[src/rtl/ct_biu_csr_pkg.sv]
// Shared constants for the BIU CSR responder: FSM encodings, target codes,
// local register indices and the response layout.
package ct_biu_csr_pkg;

  typedef enum logic [1:0] {
    ST_IDLE    = 2'd0,
    ST_DS_WAIT = 2'd1,
    ST_RESP    = 2'd2,
    ST_HOLD    = 2'd3
  } csr_state_e;

  localparam logic [2:0]  TGT_LOCAL   = 3'b000;
  localparam logic [2:0]  TGT_L2C     = 3'b001;

  localparam logic [11:0] IDX_SCRATCH = 12'h000;
  localparam logic [11:0] IDX_TOCFG   = 12'h001;
  localparam logic [11:0] IDX_ERRCNT  = 12'h002;

  localparam logic [15:0] TOCFG_RST   = 16'd255;

  localparam int          ERR_BIT     = 64;

endpackage

[src/rtl/ct_biu_csr_lreg.sv]
// Local BIU register bank: SCRATCH, TOCFG (downstream timeout) and the
// saturating ERRCNT. Read data and the illegal-index flag are combinational.
module ct_biu_csr_lreg
  import ct_biu_csr_pkg::*;
(
  input  logic        clk,
  input  logic        rst_n,
  input  logic        wen,
  input  logic [11:0] idx,
  input  logic [63:0] wdata,
  input  logic        err_inc,
  output logic [63:0] rdata,
  output logic        illegal,
  output logic [15:0] timeout_cfg
);

  logic [63:0] scratch;
  logic [15:0] tocfg;
  logic [31:0] errcnt;

  always_ff @(posedge clk or negedge rst_n) begin
    if (!rst_n) begin
      scratch <= '0;
      tocfg   <= TOCFG_RST;
      errcnt  <= '0;
    end else begin
      if (wen && idx == IDX_SCRATCH) scratch <= wdata;
      if (wen && idx == IDX_TOCFG)   tocfg   <= wdata[15:0];
      if (err_inc && errcnt != 32'hFFFF_FFFF) errcnt <= errcnt + 32'd1;
    end
  end

  always_comb begin
    rdata   = '0;
    illegal = 1'b0;
    case (idx)
      IDX_SCRATCH: rdata = scratch;
      IDX_TOCFG:   rdata = {48'd0, tocfg};
      IDX_ERRCNT:  rdata = {32'd0, errcnt};
      default:     illegal = 1'b1;
    endcase
  end

  assign timeout_cfg = tocfg;

endmodule

[src/rtl/ct_biu_csr_resp.sv]
// BIU CSR responder: terminates the arbitrated CSR request, serving it locally
// or via the L2C CSR port, and returns a registered one-cycle completion.
module ct_biu_csr_resp
  import ct_biu_csr_pkg::*;
(
  input  logic         forever_cpuclk,
  input  logic         cpurst_b,
  input  logic         biu_csr_sel,
  input  logic [15:0]  biu_csr_op,
  input  logic [63:0]  biu_csr_wdata,
  output logic         biu_csr_cmplt,
  output logic [127:0] biu_csr_rdata,
  output logic         biu_l2c_csr_req,
  output logic         biu_l2c_csr_wen,
  output logic [11:0]  biu_l2c_csr_idx,
  output logic [63:0]  biu_l2c_csr_wdata,
  input  logic         l2c_biu_csr_ack,
  input  logic [63:0]  l2c_biu_csr_rdata
);

  // Handshake: sel is a level held with op/wdata stable until the cmplt
  // pulse; HOLD masks the still-high sel for one cycle after completion.
  csr_state_e state, state_nxt;

  logic        ds_wr;
  logic [11:0] ds_idx;
  logic [63:0] ds_wdata;
  logic [15:0] cnt;
  logic        cmplt_q;
  logic        err_q;
  logic [63:0] rdata_q;

  logic        resp_go, resp_err, lreg_wen;
  logic [63:0] resp_data;
  logic [63:0] lreg_rdata;
  logic        lreg_illegal;
  logic [15:0] timeout_cfg;

  logic [2:0]  req_tgt;
  logic        req_wr;
  logic        loc_err;

  assign req_tgt = biu_csr_op[14:12];
  assign req_wr  = biu_csr_op[15];
  assign loc_err = lreg_illegal || (req_wr && biu_csr_op[11:0] == IDX_ERRCNT);

  ct_biu_csr_lreg u_lreg (
    .clk         (forever_cpuclk),
    .rst_n       (cpurst_b),
    .wen         (lreg_wen),
    .idx         (biu_csr_op[11:0]),
    .wdata       (biu_csr_wdata),
    .err_inc     (resp_go && resp_err),
    .rdata       (lreg_rdata),
    .illegal     (lreg_illegal),
    .timeout_cfg (timeout_cfg)
  );

  always_comb begin
    state_nxt = state;
    resp_go   = 1'b0;
    resp_err  = 1'b0;
    resp_data = '0;
    lreg_wen  = 1'b0;
    case (state)
      ST_IDLE: begin
        if (biu_csr_sel) begin
          if (req_tgt == TGT_LOCAL) begin
            resp_go   = 1'b1;
            resp_err  = loc_err;
            resp_data = (loc_err || req_wr) ? 64'd0 : lreg_rdata;
            lreg_wen  = req_wr && !loc_err;
            state_nxt = ST_RESP;
          end else if (req_tgt == TGT_L2C) begin
            state_nxt = ST_DS_WAIT;
          end else begin
            resp_go   = 1'b1;
            resp_err  = 1'b1;
            state_nxt = ST_RESP;
          end
        end
      end
      ST_DS_WAIT: begin
        // Ack takes priority over a timeout landing in the same cycle.
        if (l2c_biu_csr_ack) begin
          resp_go   = 1'b1;
          resp_data = ds_wr ? 64'd0 : l2c_biu_csr_rdata;
          state_nxt = ST_RESP;
        end else if (timeout_cfg != 16'd0 && cnt == timeout_cfg) begin
          resp_go   = 1'b1;
          resp_err  = 1'b1;
          state_nxt = ST_RESP;
        end
      end
      ST_RESP: state_nxt = ST_HOLD;
      ST_HOLD: state_nxt = ST_IDLE;
      default: state_nxt = ST_IDLE;
    endcase
  end

  always_ff @(posedge forever_cpuclk or negedge cpurst_b) begin
    if (!cpurst_b) begin
      state    <= ST_IDLE;
      cnt      <= '0;
      ds_wr    <= 1'b0;
      ds_idx   <= '0;
      ds_wdata <= '0;
      cmplt_q  <= 1'b0;
      err_q    <= 1'b0;
      rdata_q  <= '0;
    end else begin
      state   <= state_nxt;
      cnt     <= (state == ST_DS_WAIT) ? cnt + 16'd1 : 16'd0;
      cmplt_q <= resp_go;
      err_q   <= resp_go && resp_err;
      rdata_q <= resp_go ? resp_data : 64'd0;
      if (state == ST_IDLE && biu_csr_sel) begin
        ds_wr    <= req_wr;
        ds_idx   <= biu_csr_op[11:0];
        ds_wdata <= biu_csr_wdata;
      end
    end
  end

  always_comb begin
    biu_csr_rdata          = '0;
    biu_csr_rdata[63:0]    = rdata_q;
    biu_csr_rdata[ERR_BIT] = err_q;
  end

  assign biu_csr_cmplt     = cmplt_q;
  assign biu_l2c_csr_req   = (state == ST_DS_WAIT);
  assign biu_l2c_csr_wen   = biu_l2c_csr_req && ds_wr;
  assign biu_l2c_csr_idx   = ds_idx;
  assign biu_l2c_csr_wdata = ds_wdata;

endmodule

[config.mk]
export PLATFORM = sky130hd
export DESIGN_NAME = ct_biu_csr_resp
export DESIGN_NICKNAME = d
export VERILOG_FILES = /design/src/rtl/ct_biu_csr_pkg.sv /design/src/rtl/ct_biu_csr_lreg.sv /design/src/rtl/ct_biu_csr_resp.sv
export SDC_FILE = /design/constraint.sdc
export NUM_CORES = 1
export LEC_CHECK = 0
export BUFFER_PORTS_ARGS = -buffer_cell sky130_fd_sc_hd__buf_2
export CAP_MARGIN = 15
export CORE_MARGIN = 10
export CORE_UTILIZATION = 52
export DETAILED_ROUTE_END_ITERATION = 7
export PLACE_DENSITY = 0.8
export SYNTH_ARGS = -nofsm -noshare
export SYNTH_HDL_FRONTEND = slang
export SYNTH_SLANG_ARGS = --single-unit
[constraint.sdc]
create_clock -name forever_cpuclk -period 3.07 [get_ports forever_cpuclk]
set_clock_uncertainty 0.15 [all_clocks]
set_input_delay 0.307 -clock forever_cpuclk [delete_from_list [all_inputs] [get_ports forever_cpuclk]]
set_output_delay 0.307 -clock forever_cpuclk [all_outputs]
set_load 0.005 [all_outputs]
## Word-level counts from Yosys, hierarchy flattened

Cells that the tools add are included.

- Bits in registers: 273
- Logic and storage cells: 70
- Bits of input ports: 148

- Multiplexer cells: 29
- Equal/unequal tests: 10
- Reductions and logical operators: 18
- Add/sub/neg operators: 2

Operators with widths:

| operator | count |
|---|---|
| 64-bit two-way mux | 6 |
| 64-bit one-hot mux with 3 select lines | 1 |
| 64-bit one-hot mux with 2 select lines | 1 |
| 32-bit by 1-bit adder with 32-bit output (second input constant) | 1 |
| 32-bit inequality test (second input constant) | 1 |
| 16-bit by 1-bit adder with 16-bit output (second input constant) | 1 |
| 16-bit == test | 1 |
| 16-bit two-way mux | 1 |
| 16-bit nonzero test | 1 |
| 12-bit by 1-bit == test with 1-bit output (second input constant) | 1 |
| 12-bit by 2-bit == test with 1-bit output (second input constant) | 1 |
| 12-bit logical NOT | 1 |
| 1-bit two-way mux | 12 |
| 2-bit two-way mux | 5 |
| 1-bit logical AND | 9 |
| 2-bit one-hot mux with 4 select lines | 1 |
| 2-bit == test (second input constant) | 2 |
| 1-bit one-hot mux with 2 select lines | 2 |
| 3-bit by 1-bit == test with 1-bit output (second input constant) | 1 |
| 3-bit logical NOT | 1 |
| 3-bit by 1-bit inequality test with 1-bit output (second input constant) | 1 |
| 3-bit OR reduction | 1 |
| 2-bit by 1-bit == test with 1-bit output (second input constant) | 1 |
| 2-bit logical NOT | 1 |
| 4 further kinds | 5 |

## Logic depth before layout (Yosys ltp)

- Depth after elaboration: 10
- Mapped depth: 9
- Mapped depth without buffers: 7

## Modules after synthesis

A second synthesis with hierarchy kept.

- Cells, all modules: 959
- Area, all modules: 12196.7 sq um

Modules (own cells, without submodules):

| module | cells each | seq. area each (sq um) | area an instance (sq um) | instances |
|---|---|---|---|---|
| ct_biu_csr_resp | 511 | 4028.9 | 6852.8 | 1 |
| ct_biu_csr_lreg | 448 | 2812.7 | 5343.9 | 1 |

## Worst setup path after synthesis

OpenSTA, ideal clock, no wires.

- Path kind: flip-flop to flip-flop
- Start point: reg state[0]
- End point: reg u_lreg.scratch[10]
- Setup time: 0.125 ns
- Path slack: 0.911 ns
- Data required time: 2.795 ns
- Arrival time: 1.884 ns
- Cell stages (with the launch flop): 9
- Cell sequence: dfrtp_1 inv_1 ha_1 nand2_1 and2b_2 and4bb_1 buf_6 buf_12 mux2_4

- Cells in the longest elaborated chain, start to end: 3

RTL lines:

| item | line | RTL |
|---|---|---|
| start: declaration | ct_biu_csr_resp.sv:23 | `csr_state_e state, state_nxt;` |
| start signal: assignment | ct_biu_csr_resp.sv:112 | `state <= state_nxt;` |
| 2-bit logical NOT | ct_biu_csr_resp.sv:65 | `case (state)` |
| 1-bit two-way mux | ct_biu_csr_resp.sv:65 |  |
| 1-bit logical AND | ct_biu_csr_lreg.sv:27 | `if (wen && idx == IDX_SCRATCH) scratch <= wdata;` |
| end signal: assignment | ct_biu_csr_lreg.sv:27 |  |
| end: declaration | ct_biu_csr_lreg.sv:17 | `logic [63:0] scratch;` |

Every way passes these cells.
A chain may end at the register's enable or synchronous reset.

## Final worst setup path

- Start point: reg u_lreg.tocfg[5] (netlist: u_lreg.timeout_cfg[5])
- End point: reg u_lreg.errcnt[16]

- Cells in the longest elaborated chain, start to end: 7

RTL lines:

| item | line | RTL |
|---|---|---|
| start: declaration | ct_biu_csr_lreg.sv:18 | `logic [15:0] tocfg;` |
| start signal: assignment | ct_biu_csr_lreg.sv:28 | `if (wen && idx == IDX_TOCFG) tocfg <= wdata[15:0];` |
| 16-bit == test or 16-bit nonzero test (tied branches) | ct_biu_csr_resp.sv:89 | `end else if (timeout_cfg != 16'd0 && cnt == timeout_cfg) begin` |
| 1-bit logical AND (*) | ct_biu_csr_resp.sv:89 |  |
| 1-bit two-way mux (*) | ct_biu_csr_resp.sv:89 |  |
| 1-bit two-way mux | ct_biu_csr_resp.sv:85 | `if (l2c_biu_csr_ack) begin` |
| 1-bit one-hot mux with 2 select lines | ct_biu_csr_resp.sv:65 |  |
| 1-bit logical AND (*) | ct_biu_csr_resp.sv:53 | `.err_inc (resp_go && resp_err),` |
| 1-bit logical AND (*) | ct_biu_csr_lreg.sv:29 | `if (err_inc && errcnt != 32'hFFFF_FFFF) errcnt <= errcnt + 32'd1;` |
| end signal: assignment | ct_biu_csr_lreg.sv:29 |  |
| end: declaration | ct_biu_csr_lreg.sv:19 | `logic [31:0] errcnt;` |

Mark *: on every way between the ends. The rest lies on a longest branch, timed or not.

==> out/qor.yml <==
outcome: "completed"
final_max_slew_viol_count: 0
vias: 8740
ys_seq_area_frac: 0.562
synthAdderAreaFrac: 0.00514
combPwrFrac: 0.233
worstSetupPathType: "reg -> reg"
cp.arrival_ns: 2.79
yosys_warnings: 0
post-place-ws_ns: 0.581
postCtsSetupBuffers: 0
p_leak_nw: 7.95
dieWidth_um: 173
drt-pass1-iter-count: 5
syn_avg_cell_area_um2: 13.2
post-route-period-util: 0.825
path_clk_slew_ns: 0.06
clkLatencyLatePin_ns: 0.53
power_frac_seq: 0.437
grt_pass1_wl_um: 55200
hold_class: "in -> reg"
synth_flop_cell: "dfrtp_1"
layout_setup_ws_ns: 0.537
wire_per_inst_um: 20.8
fin_setup_tns_ns: 0
synthToLayoutAreaGrowth_pct: 31.8
hold_slack_ns: 0.0631
intPower_w: 0.00766
drc: 0
synth-simple-area-share: 0.0789
synth_compound_area_frac: 0.0522
ios: 355
ff2ff_setup_slack_ns: 0.54
die_h_um: 173
dp_hpwl_um: 22700
nets: 1505
synth_top_family_by_area: "multiplexers"
drive_above_1_share: 0.385
cts_tree: "done"
fp-row-count: 55
initial_utilization: 0.533
cts_sinks: 273
drt-vias-per-instance: 5.17
synth_cell_types: 42
power_density_nw_per_um2: 657
overflow: 0
path_cells: "xnor2_1, nand4_1, nor4_2, a31o_2, buf_4, nand4_1, xnor2_1"
gp_congestion: 0.929
ant_nets: 0
pwr-share-clk: 0.330
tightest_slew_ns: 1.08
nFillCells: 1478
synth_top_cell_by_area: "dfrtp_1"
hold_violations: 0
yosysTopAreaCellShare: 0.544
io_buffers: 291
clk_path_buf_depth: 3
syn_inst: 920
peakVddDrop_mv: 0.578
cp.required_ns: 3.33
dieArea_um2: 29900
grt_pass1_vias: 9621
slowest_stage: "dfstp_2"
cts_root_buf: "clkbuf_16"
cts_made_buffers: 28
postSynth.asyncResetShare: 1.00
period_minus_slack_ns: 2.53
cap_violations: 0
slowest_delay_ns: 0.57
synth-seq-cells: 273
antenna_found_initial: 3
grt_start_max_net_pins: 93
cp_max_fo: 20
netlist_area_um2: 12200
sw_frac_of_total: 0.274
synthTopCellsByArea: "dfrtp_1 54%, mux2_2 8.7%, mux2_4 7.4%"
start_kind: "flop"
synthMuxAreaShare: 0.193
drt_wl_total_um: 35100
cts_htree_levels: 1
synth-edff-count: 0
track_usage: 0.226
setup_viol: 0
rsz0062_at_grt: "false"
max_freq_mhz: 395
core_um2: 22800
first_iter_violations: 532
slew_headroom: 0.280
endpoint_kind: "flop"
synth_xor_area_frac: 0.0431
p_sw_w: 0.00289
==> final timing paths <==
path | end | depth (start not counted) | from
max | u_lreg.errcnt[16]$_DFFE_PN0P_ | 7 | u_lreg.timeout_cfg[5]$_DFFE_PN1P_
min | biu_csr_cmplt$_DFF_PN0_ | 3 | biu_csr_sel
max reg2reg | u_lreg.errcnt[16]$_DFFE_PN0P_ | 7 | u_lreg.timeout_cfg[5]$_DFFE_PN1P_
min reg2reg | rdata_q[32]$_DFF_PN0_ | 1 | u_lreg.scratch[32]$_DFFE_PN0P_
max in group asynchronous | u_lreg.scratch[37]$_DFFE_PN0P_ | 3 | cpurst_b
min in group asynchronous | biu_l2c_csr_wdata[56]$_DFFE_PN0P_ | 2 | cpurst_b
==> power groups by stage <==
stage / registers [W] / clock network, W / logic (W)
finish: 0.00461 / 0.00348 / 0.00246
global route: 0.00468 / 0.00369 / 0.00266
CTS: 0.00458 / 0.00354 / 0.00244
detailed placement: 0.00464 / 0 / 0.00229
global placement: 0.00460 / 0 / 0.00223
floorplan: 0.00468 / 0 / 0.00114
==> Yosys cell counts (all sizes together) (8+ instances only) <==
cell type  instances
clkbuf            19
dfrtp            265
xor2               8
nand4             23
mux2i             33
nor2              30
o21ai             36
a22o              48
mux2             159
nand3             23
nand2             56
and3              19
buf               90
dfstp              8
xnor2             52
==> per-stage QoR <==
step,std cells,area [um2],total power [W],util
after CTS,1687,16100,0.0106,0.703
after detailed placement,1495,13700,0.00693,0.599
after global placement,1495,13700,0.00682,0.599
after floorplan,982,12400,0.00582,-
after global routing,1689,16100,0.0110,0.703
final,1689,16100,0.0106,0.703
==> logic make-up after synthesis <==
group | count (synthesis)
and+or+nand+nor | 185
adders and majority gates | 5
DFF | 273
xor gates and xnor gates | 60
AOI/OAI and AO/OA | 90
muxes | 192
buffers and inverters | 114
other | 1
==> area by class of cell <==
class / instances / area, um2 / area share
sequential: 273 / 6840 / 0.426
multi-input combinational: 595 / 4790 / 0.298
timing repair buffer: 449 / 3050 / 0.190
clock buffer: 43 / 868 / 0.0541
tap: 313 / 392 / 0.0244
clock inverter: 9 / 95.1 / 0.00592
inverter: 5 / 18.8 / 0.00117
antenna: 2 / 5.00 / 0.000312
==> layer usage <==
metal  routed length, um  up-vias  GRT usage  part of all wire
met5                   0        -          0                 0
met1               13400     4340      0.258              0.38
met4                1310        0     0.0823             0.037
li1                    -     3962          -                 -
met3                2250       86     0.0531             0.064
met2               18100      352      0.403              0.52
==> worst max-delay path: cells and delay by family (launching register included) <==
family,cells,cell delay [ns]
AOI/OAI and AO/OA,1,0.40
xor gates and xnor gates,2,0.30
buffers and inverters,1,0.30
DFF,1,0.57
and+or+nand+nor,3,0.69
==> state kept, by name (all words and copies together) (netlist names) <==
register and cells:
biu_l2c_csr_idx 12, cnt 16, biu_csr_cmplt 1, state 2
err_q 1, rdata_q 64, u_lreg.timeout_cfg 16, biu_l2c_csr_wdata 64
ds_wr 1, u_lreg.scratch 64, u_lreg.errcnt 32
==> layout by cell type (no fill, tap or decap), types with 8 or more instances in the layout <==
cell type	Yosys	final
buf_4	70	14
and3_1	19	19
a22o_1	48	48
xnor2_1	52	52
mux2_2	94	94
nand3_1	23	23
dfrtp_1	265	265
nand4_1	23	23
mux2i_1	33	33
nand2_1	55	54
nor2_1	29	28
dfstp_2	8	8
xor2_1	8	8
dlygate4sd3_1	0	140
mux2_4	60	60
buf_2	8	290
conb_1	1	63
o21ai_0	34	34
clkbuf_16	0	29
clkbuf_8	0	9
==> repair_timing <==
item	in CTS	in global routing
setup endpoints to repair	0	0
hold buffers	140	0
gates resized for setup	0	0
hold endpoints to repair	298	0
Power figures use the tool's default switching activity.
